### src/rtl/q_max_select.sv
// Q-row max scanner: reads one action per cycle from the Q-table, returns the greedy
// max Q and the chosen action, with an LFSR-driven epsilon-greedy override.
module q_max_select #(
    parameter int unsigned N_STATES   = 36,
    parameter int unsigned N_ACTIONS  = 4,
    parameter int unsigned DATA_W     = 32,
    parameter logic [7:0]  EPS_THRESH = 8'd26,
    parameter logic [7:0]  LFSR_SEED  = 8'hA5
) (
    input  logic              clk,
    input  logic              rst,
    input  logic              start,
    input  logic [5:0]        state,
    output logic              busy,
    output logic              done,
    output logic              q_rd_en,
    output logic [5:0]        q_rd_state,
    output logic [2:0]        q_rd_action,
    input  logic [DATA_W-1:0] q_rd_data,
    output logic [DATA_W-1:0] max_Q,
    output logic [2:0]        action,
    output logic              explored
);

    localparam int unsigned AW       = $clog2(N_ACTIONS);
    localparam logic [2:0]  LAST_ACT = 3'(N_ACTIONS - 1);
    localparam logic [6:0]  N_ST     = 7'(N_STATES);

    typedef enum logic [1:0] {
        IDLE = 2'd0,
        SCAN = 2'd1,
        DONE = 2'd2
    } fsm_t;

    fsm_t              fsm;
    logic [7:0]        lfsr;
    logic [7:0]        lfsr_lat;
    logic              data_vld;
    logic [2:0]        data_idx;
    logic [DATA_W-1:0] best;
    logic [2:0]        best_idx;

    logic              lfsr_fb;
    logic              take;
    logic [DATA_W-1:0] nxt_best;
    logic [2:0]        nxt_idx;
    logic              state_ok;

    // Running maximum: first datum always loads, later ones only when strictly greater.
    always_comb begin
        lfsr_fb  = lfsr[7] ^ lfsr[5] ^ lfsr[4] ^ lfsr[3];
        state_ok = ({1'b0, state} < N_ST);
        take     = data_vld && ((data_idx == 3'd0) || ($signed(q_rd_data) > $signed(best)));
        nxt_best = take ? q_rd_data : best;
        nxt_idx  = take ? data_idx : best_idx;
    end

    always_ff @(posedge clk or negedge rst) begin
        if (!rst) begin
            fsm         <= IDLE;
            lfsr        <= LFSR_SEED;
            lfsr_lat    <= 8'd0;
            data_vld    <= 1'b0;
            data_idx    <= 3'd0;
            best        <= '0;
            best_idx    <= 3'd0;
            busy        <= 1'b0;
            done        <= 1'b0;
            q_rd_en     <= 1'b0;
            q_rd_state  <= 6'd0;
            q_rd_action <= 3'd0;
            max_Q       <= '0;
            action      <= 3'd0;
            explored    <= 1'b0;
        end else begin
            lfsr     <= {lfsr[6:0], lfsr_fb};
            done     <= 1'b0;
            data_vld <= q_rd_en;
            data_idx <= q_rd_action;
            case (fsm)
                IDLE: begin
                    if (start) begin
                        if (state_ok) begin
                            fsm         <= SCAN;
                            busy        <= 1'b1;
                            q_rd_en     <= 1'b1;
                            q_rd_state  <= state;
                            q_rd_action <= 3'd0;
                            lfsr_lat    <= lfsr;
                        end else begin
                            // Out-of-range state: finish immediately with a zeroed result.
                            fsm      <= DONE;
                            done     <= 1'b1;
                            max_Q    <= '0;
                            action   <= 3'd0;
                            explored <= 1'b0;
                        end
                    end
                end
                SCAN: begin
                    if (q_rd_en) begin
                        if (q_rd_action == LAST_ACT) begin
                            q_rd_en     <= 1'b0;
                            q_rd_action <= 3'd0;
                        end else begin
                            q_rd_action <= q_rd_action + 3'd1;
                        end
                    end
                    if (data_vld) begin
                        best     <= nxt_best;
                        best_idx <= nxt_idx;
                        if (data_idx == LAST_ACT) begin
                            fsm        <= DONE;
                            done       <= 1'b1;
                            busy       <= 1'b0;
                            q_rd_state <= 6'd0;
                            max_Q      <= nxt_best;
                            if (lfsr_lat < EPS_THRESH) begin
                                action   <= 3'(lfsr_lat[AW-1:0]);
                                explored <= 1'b1;
                            end else begin
                                action   <= nxt_idx;
                                explored <= 1'b0;
                            end
                        end
                    end
                end
                DONE: begin
                    fsm <= IDLE;
                end
                default: begin
                    fsm <= IDLE;
                end
            endcase
        end
    end

endmodule

### config.mk
export PLATFORM = sky130hd
export DESIGN_NAME = q_max_select
export DESIGN_NICKNAME = d
export VERILOG_FILES = /design/src/rtl/q_max_select.sv
export SDC_FILE = /design/constraint.sdc
export NUM_CORES = 1
export LEC_CHECK = 0
export ABC_AREA = 0
export CORE_ASPECT_RATIO = 0.6
export CORE_MARGIN = 5
export CORE_UTILIZATION = 48
export CTS_CLUSTER_SIZE = 10
export DETAILED_ROUTE_END_ITERATION = 8
export PLACE_DENSITY_LB_ADDON = 0.12
export SLEW_MARGIN = 10
export SYNTH_ARGS = -nofsm -noshare
export SYNTH_HDL_FRONTEND = slang
export SYNTH_SLANG_ARGS = --single-unit
### constraint.sdc
create_clock -name clk -period 2.8 [get_ports clk]
set_input_delay 0.56 -clock clk [delete_from_list [all_inputs] [get_ports clk]]
set_output_delay 0.56 -clock clk [all_outputs]
set_load 0.02 [all_outputs]
==> impl_metrics.tcl, run 1 <==
set metrics [dict create \
    status "finished, violations left" \
    violations "negative setup slack" \
    grt_overflow 0 \
    ys_warn_count 0 \
    maxCapViolCount 0 \
    relSlewSlack 0.670 \
    yosysTopAreaCell "dfrtp_1" \
    synth_area_leaders "dfrtp_1 48%, mux2_2 9.5%, ha_1 7.9%" \
    setup_viol 67 \
    dp_hpwl_um 9180 \
    yosys.area_share.adder 0.0788 \
    synth_top_family_by_area "simple AND/OR/NAND/NOR gates" \
    num_rows 29 \
    rrSetupSlack_ns -0.21 \
    p_per_area_nw_per_um2 1090 \
    fin_util 0.706 \
    die-area_um2 13200 \
    ys_seq_area_frac 0.503 \
    timing.setup.tns_ns -10.83 \
    cts.htree.levels 3 \
    synth-compound-area-share 0.115 \
    cp_top_family "simple AND/OR/NAND/NOR gates" \
    antenna_found_initial 0 \
    leakagePower_nw 3.31 \
    crit_buf_inv 3 \
    worst_slack_ns -0.239 \
    tightest_slew_ns 0.495 \
    clockRootBuffer "clkbuf_16" \
    area_delta_synth_final_pct 43.2 \
    syn_inst 496 \
    post-route-drc-count 0 \
    start_kind "input pin" \
    final_cells 783 \
    via_per_inst 5.70 \
    cp.required_ns 3.03 \
    synthArstFlopShare 1.00 \
    antenna_cells 0 \
    max_freq_mhz 329 \
    wirelength_um 14900 \
    wire_per_inst_um 19.0 \
    dieWidth_um 145 \
    clkLatencyLatePin_ns 0.35 \
    yosys.area_share.simple 0.151 \
    worstPathMaxFanout 6 \
    synth_cell_types 42 \
    syn_area_per_cell_um2 10.6 \
    skew_ns 0.00830 \
    io_pins 89 \
    synth_xor_area_frac 0.00669 \
    rsz0062_at_grt "true" \
    clock_sinks 105 \
    grt_pass1_vias 4562 \
    cts.clk_slew.worst_paths_ns 0.08 \
    drive_gt1_frac 0.332 \
    syn-num-nets 570 \
    synthMuxAreaShare 0.0946 \
    drtIter0Drc 291 \
    grt_usage 0.225 \
    critPathArrivalTime_ns 3.27 \
    synth_edf_count 0 \
    r2r-start "best[29]" \
    vias 4464 \
    place_ws_ns -0.858 \
    peakVddDrop_uv 776 \
    max_stage_delay_ns 0.61 \
    synth-seq-cells 105 \
    syn_area_um2 5240 \
    ant_nets 0 \
    end_kind "register" \
    grt_max_degree 47 \
    path_class "input pin to register" \
    hold_path_class "input pin to asynchronous set/reset pin" \
    synth_top_area_share 0.482 \
    dr.pass1.iters 6 \
    fp.dieH_um 90.9 \
    cts_tree "yes" \
    crit_chain "clkdlybuf4s15_1, ha_1, nand4_1, or4_4, or3_4, o21ai_4, a31o_4, o2111ai_4, buf_6, buf_8, mux2_4" \
    cp_slowest_cell "or4_4" \
    placed_cells 739 \
    ys_dominant_reg_cell "dfrtp_1" \
    grt_pass1_wl_um 23400 \
    cts_made_buffers 9 \
    critPathLaunch "q_rd_data[17]" \
    drv_slew 0 \
    gp_congestion 0.863 \
    hold_buffers 0 \
    timing_hold_violations_final 0 \
    io_buffers 88 \
    fp.coreArea_um2 10600 \
    post-route-period-util 1.09 \
    min_period_ns 3.04 \
    nets 713 \
    start_util 0.493 \
    clock_path_buffers 2 \
]
==> power breakdown <==
group | internal [mW] | switching, mW
logic | 2.26 | 2.27
clock network | 0.715 | 0.618
registers | 2.01 | 0.323
==> per-stage QoR <==
stage	cell area [um^2]	total power, mW	hold slack (ns)
2_1_floorplan	5280	4.40	0.264
5_1_grt	7500	8.67	0.194
3_3_place_gp	6570	5.65	0.354
4_1_cts	7300	7.82	0.181
6_report	7500	8.19	0.163
3_5_place_dp	6570	5.76	0.360
==> worst paths after layout <==
| check | endpoint | cells past startpoint |
|---|---|---|
| worst min register to register | lfsr[7] | 0 |
| worst max register to register | best[28] | 11 |
| worst max-delay path | best[28] | 11 |
| max in group asynchronous | lfsr[2] | 2 |
| min in group clk | lfsr[7] | 0 |
| worst min-delay path | best[10] | 1 |
==> area by class of cell <==
cell class	instances	area, um^2
Clock buffer	9	225
Clock inverter	7	87.6
Fill cell	736	3130
Inverter	39	146
Multi-Input combinational cell	326	2770
Sequential cell	105	2630
Tap cell	139	174
Timing Repair Buffer	158	1470
==> registers in the layout, summed over array words and instances (netlist names) <==
name,count
action,3
best,32
best_idx,3
busy,1
data_idx,3
data_vld,1
done,1
explored,1
fsm,2
lfsr,8
lfsr_lat,8
max_Q,32
q_rd_action,3
q_rd_en,1
q_rd_state,6
==> timing repair <==
item	4_1_cts	5_1_grt
cloned	3	3
pin swaps	68	29
gates resized for setup	97	69
setup buffers	19	11
endpoints found under the setup margin	70	70
==> cell families after synthesis <==
family | count (synthesis)
simple gates | 158
xor+xnor | 4
mux | 44
flops | 105
compound gates | 87
buf+inv | 65
fa+ha+maj | 33
==> Yosys cell counts (all sizes together), types with 3 or more instances <==
| library cell | instances |
|---|---|
| xnor2 | 3 |
| ha | 33 |
| buf | 4 |
| a21oi | 18 |
| dfstp | 4 |
| o21a | 3 |
| o21ai | 16 |
| o211ai | 32 |
| nand4 | 9 |
| nor3 | 4 |
| nand2 | 88 |
| dfrtp | 101 |
| clkbuf | 22 |
| or4 | 33 |
| mux2 | 44 |
| nor2 | 3 |
| a21o | 3 |
| inv | 39 |
| nand3 | 9 |
| o2111ai | 4 |
==> routing by layer <==
metal,track usage,share of wire
met5,0,0
met4,0.0683,0.021
met3,0.0524,0.071
met2,0.325,0.43
met1,0.337,0.47
==> placed cells by master, fill, tap and decap left out, types with 3 or more instances in the layout <==
cell,n
o2111ai_1,3
o21a_1,3
dfstp_2,4
clkdlybuf4s15_1,5
ha_1,11
buf_4,54
mux2_2,34
nand3_1,9
a21oi_1,18
xnor2_1,3
o21ai_0,12
mux2_4,10
or4_1,22
o211ai_1,32
inv_2,10
clkbuf_2,12
buf_2,5
inv_1,29
buf_6,7
nand2_1,87
a21o_1,3
or4_4,11
clkdlybuf4s50_1,55
nor3_2,3
dfrtp_1,101
buf_12,5
clkbuf_16,12
nand4_1,9
ha_4,22
clkdlybuf4s15_2,3
inv_8,3
dlygate4sd2_1,7
==> worst register-to-register path, stage by stage, from the launching register on <==
cell       delay [ns]
dfrtp_1          0.36
inv_1            0.09
ha_4             0.27
nand4_1          0.14
or4_4            0.60
or3_4            0.40
o21ai_4          0.07
a31o_4           0.19
o2111ai_4        0.16
buf_6            0.19
buf_8            0.14
mux2_4           0.30
No activity file was read; power rests on OpenSTA's default activity.
==> inputs of run 2 (changes only) <==
CORE_MARGIN = 1.5   (was 5)
CORE_UTILIZATION = 53   (was 48)
clock period = 3.02 ns   (was 2.8 ns; I/O delays follow)
==> impl_metrics.tcl, run 2 (synthesis results as in run 1) <==
set metrics [dict create \
    worstPathMaxFanout 6 \
    wirelength_um 14600 \
    clock_path_buffers 2 \
    io_buffers 88 \
    dieWidth_um 131 \
    use_met1 0.389 \
    clockRootBuffer "clkbuf_16" \
    status "finished, violations left" \
    nFillCells 605 \
    maxCapViolCount 0 \
    post-route-period-util 1.00 \
    register_area_um2 2630 \
    final_cells 760 \
    drive_gt1_frac 0.297 \
    grt_overflow 0 \
    crit_chain "dlygate4sd2_1, ha_1, nand4_1, or4_4, o21ai_4, nor3_2, a31o_4, o2111ai_4, buf_6, buf_12, mux2_2" \
    use_met3 0.0597 \
    cts.htree.levels 3 \
    cts_tree "yes" \
    dpl_cell_area_um2 6530 \
    start_kind "input pin" \
    io_pins 89 \
    timing_hold_violations_final 0 \
    clkLatencyLatePin_ns 0.35 \
    clock_sinks 105 \
    nets 699 \
    drtIter0Drc 292 \
    wire_per_inst_um 19.2 \
    cp_slowest_cell "or4_4" \
    placed_cells 727 \
    dp_hpwl_um 9060 \
    peakVddDrop_uv 504 \
    min_period_ns 3.02 \
    gp_congestion 0.846 \
    ant_nets 0 \
    grt_pass1_vias 4558 \
    worst_slack_ns -0.00351 \
    num_rows 27 \
    final_common_cell "dfrtp_1" \
    grt_max_degree 60 \
    die-area_um2 10500 \
    crit_buf_inv 3 \
    cp.required_ns 3.25 \
    use_met2 0.477 \
    fp.coreArea_um2 9390 \
    via_per_inst 5.88 \
    antenna_found_initial 0 \
    cts_made_buffers 9 \
    timing.setup.tns_ns -0.00452 \
    end_kind "register" \
    grt-busiest-layer "met2" \
    max_stage_delay_ns 0.56 \
    critPathArrivalTime_ns 3.26 \
    path_class "input pin to register" \
    layout_common_cells "101 x dfrtp_1, 88 x nand2_1, 55 x clkdlybuf4s50_1, 50 x buf_4, 36 x mux2_2" \
    area_delta_synth_final_pct 37.7 \
    drv_slew 0 \
    tightest_slew_ns 0.643 \
    fp.dieH_um 80.0 \
    p_per_area_nw_per_um2 997 \
    skew_ns 0.00841 \
    violations "negative setup slack" \
    setup_viol 2 \
    fin_area_um2 7210 \
    rsz0062_at_grt "true" \
    grt_usage 0.290 \
    start_util 0.558 \
    leakagePower_nw 3.17 \
    hold_ws_ns 0.282 \
    max_freq_mhz 331 \
    hold_path_class "input pin to asynchronous set/reset pin" \
    cts.clk_slew.worst_paths_ns 0.07 \
    post-route-drc-count 0 \
    dr.pass1.iters 5 \
    grt_pass1_wl_um 23700 \
    top_regs "best: 32 flops, max_Q: 32 flops" \
    multi_input_area_um2 2700 \
    place_ws_ns -0.646 \
    cp_top_family "simple AND/OR/NAND/NOR gates" \
    vias 4470 \
    relSlewSlack 0.571 \
    antenna_cells 0 \
]
[run 2: changes by cell type in the layout (fill, tap and decap cells not counted), moves of 3 or more]
cell / previous run / this run
clkbuf_2: 12 / 3
or4_1: 22 / 31
or4_4: 11 / 2
buf_2: 5 / 13
buf_4: 54 / 50
buf_6: 7 / 4
clkbuf_16: 12 / 9
inv_8: 3 / 0
[run 2: final timing paths]
kind / from / end / slack [ns] / cells after the start
setup / recovery: q_rd_data[1] / best[2] / -0.004 / 11
hold / removal: rst / max_Q[4] / 0.28 / 1
setup reg to reg: best[23] / best[28] / 0.05 / 11
hold reg to reg: lfsr[6] / lfsr[7] / 0.38 / 0
max in group asynchronous: rst / lfsr[7] / 1.95 / 2
min in group clk: lfsr[6] / lfsr[7] / 0.38 / 0
[run 2: timing repair]
| item | 4_1_cts | 5_1_grt |
|---|---|---|
| hold buffers | 0 | 0 |
| setup endpoints to repair | 68 | 66 |
| pin swaps | 43 | 16 |
| cloned | 2 | 0 |
| buffers inserted | 14 | 8 |
| gates resized for setup | 131 | 22 |
| hold endpoints to repair | 0 | 0 |
[run 2: report_power, final]
part | switching, mW | leakage (nW) | total [mW] | internal, mW
clock network | 0.525 | 0.143 | 1.20 | 0.672
registers | 0.310 | 1.34 | 2.18 | 1.87
logic | 2.01 | 1.69 | 3.81 | 1.80
total | 2.85 | 3.17 | 7.19 | 4.34
[run 2: layer usage]
layer / routed length [um] / vias up
met2: 6840 / 185
met5: 0 / -
met3: 865 / 28
li1: - / 2044
met1: 6610 / 2213
met4: 282 / 0
[run 2: cell type report]
type	instances	share of cell area
Sequential cell	105	0.365
Clock buffer	11	0.0336
Multi-Input combinational cell	326	0.374
Inverter	39	0.0203
Timing Repair Buffer	144	0.176
Clock inverter	5	0.00867
Tap cell	130	0.0225
[run 2: worst register-to-register path, cell delays in order (launching register included)]
cell,delay [ns]
dfrtp_1,0.37
inv_2,0.06
ha_4,0.27
nand4_1,0.12
or4_4,0.61
or3_4,0.39
o21ai_2,0.07
a31o_4,0.19
o2111ai_4,0.15
buf_6,0.18
buf_12,0.14
mux2_4,0.30
[run 2: metrics by stage]
step | power [mW] | utilization
2_1_floorplan | 4.06 | -
3_3_place_gp | 5.18 | 0.696
3_5_place_dp | 5.31 | 0.696
4_1_cts | 7.09 | 0.767
5_1_grt | 7.59 | 0.768
6_report | 7.19 | 0.768
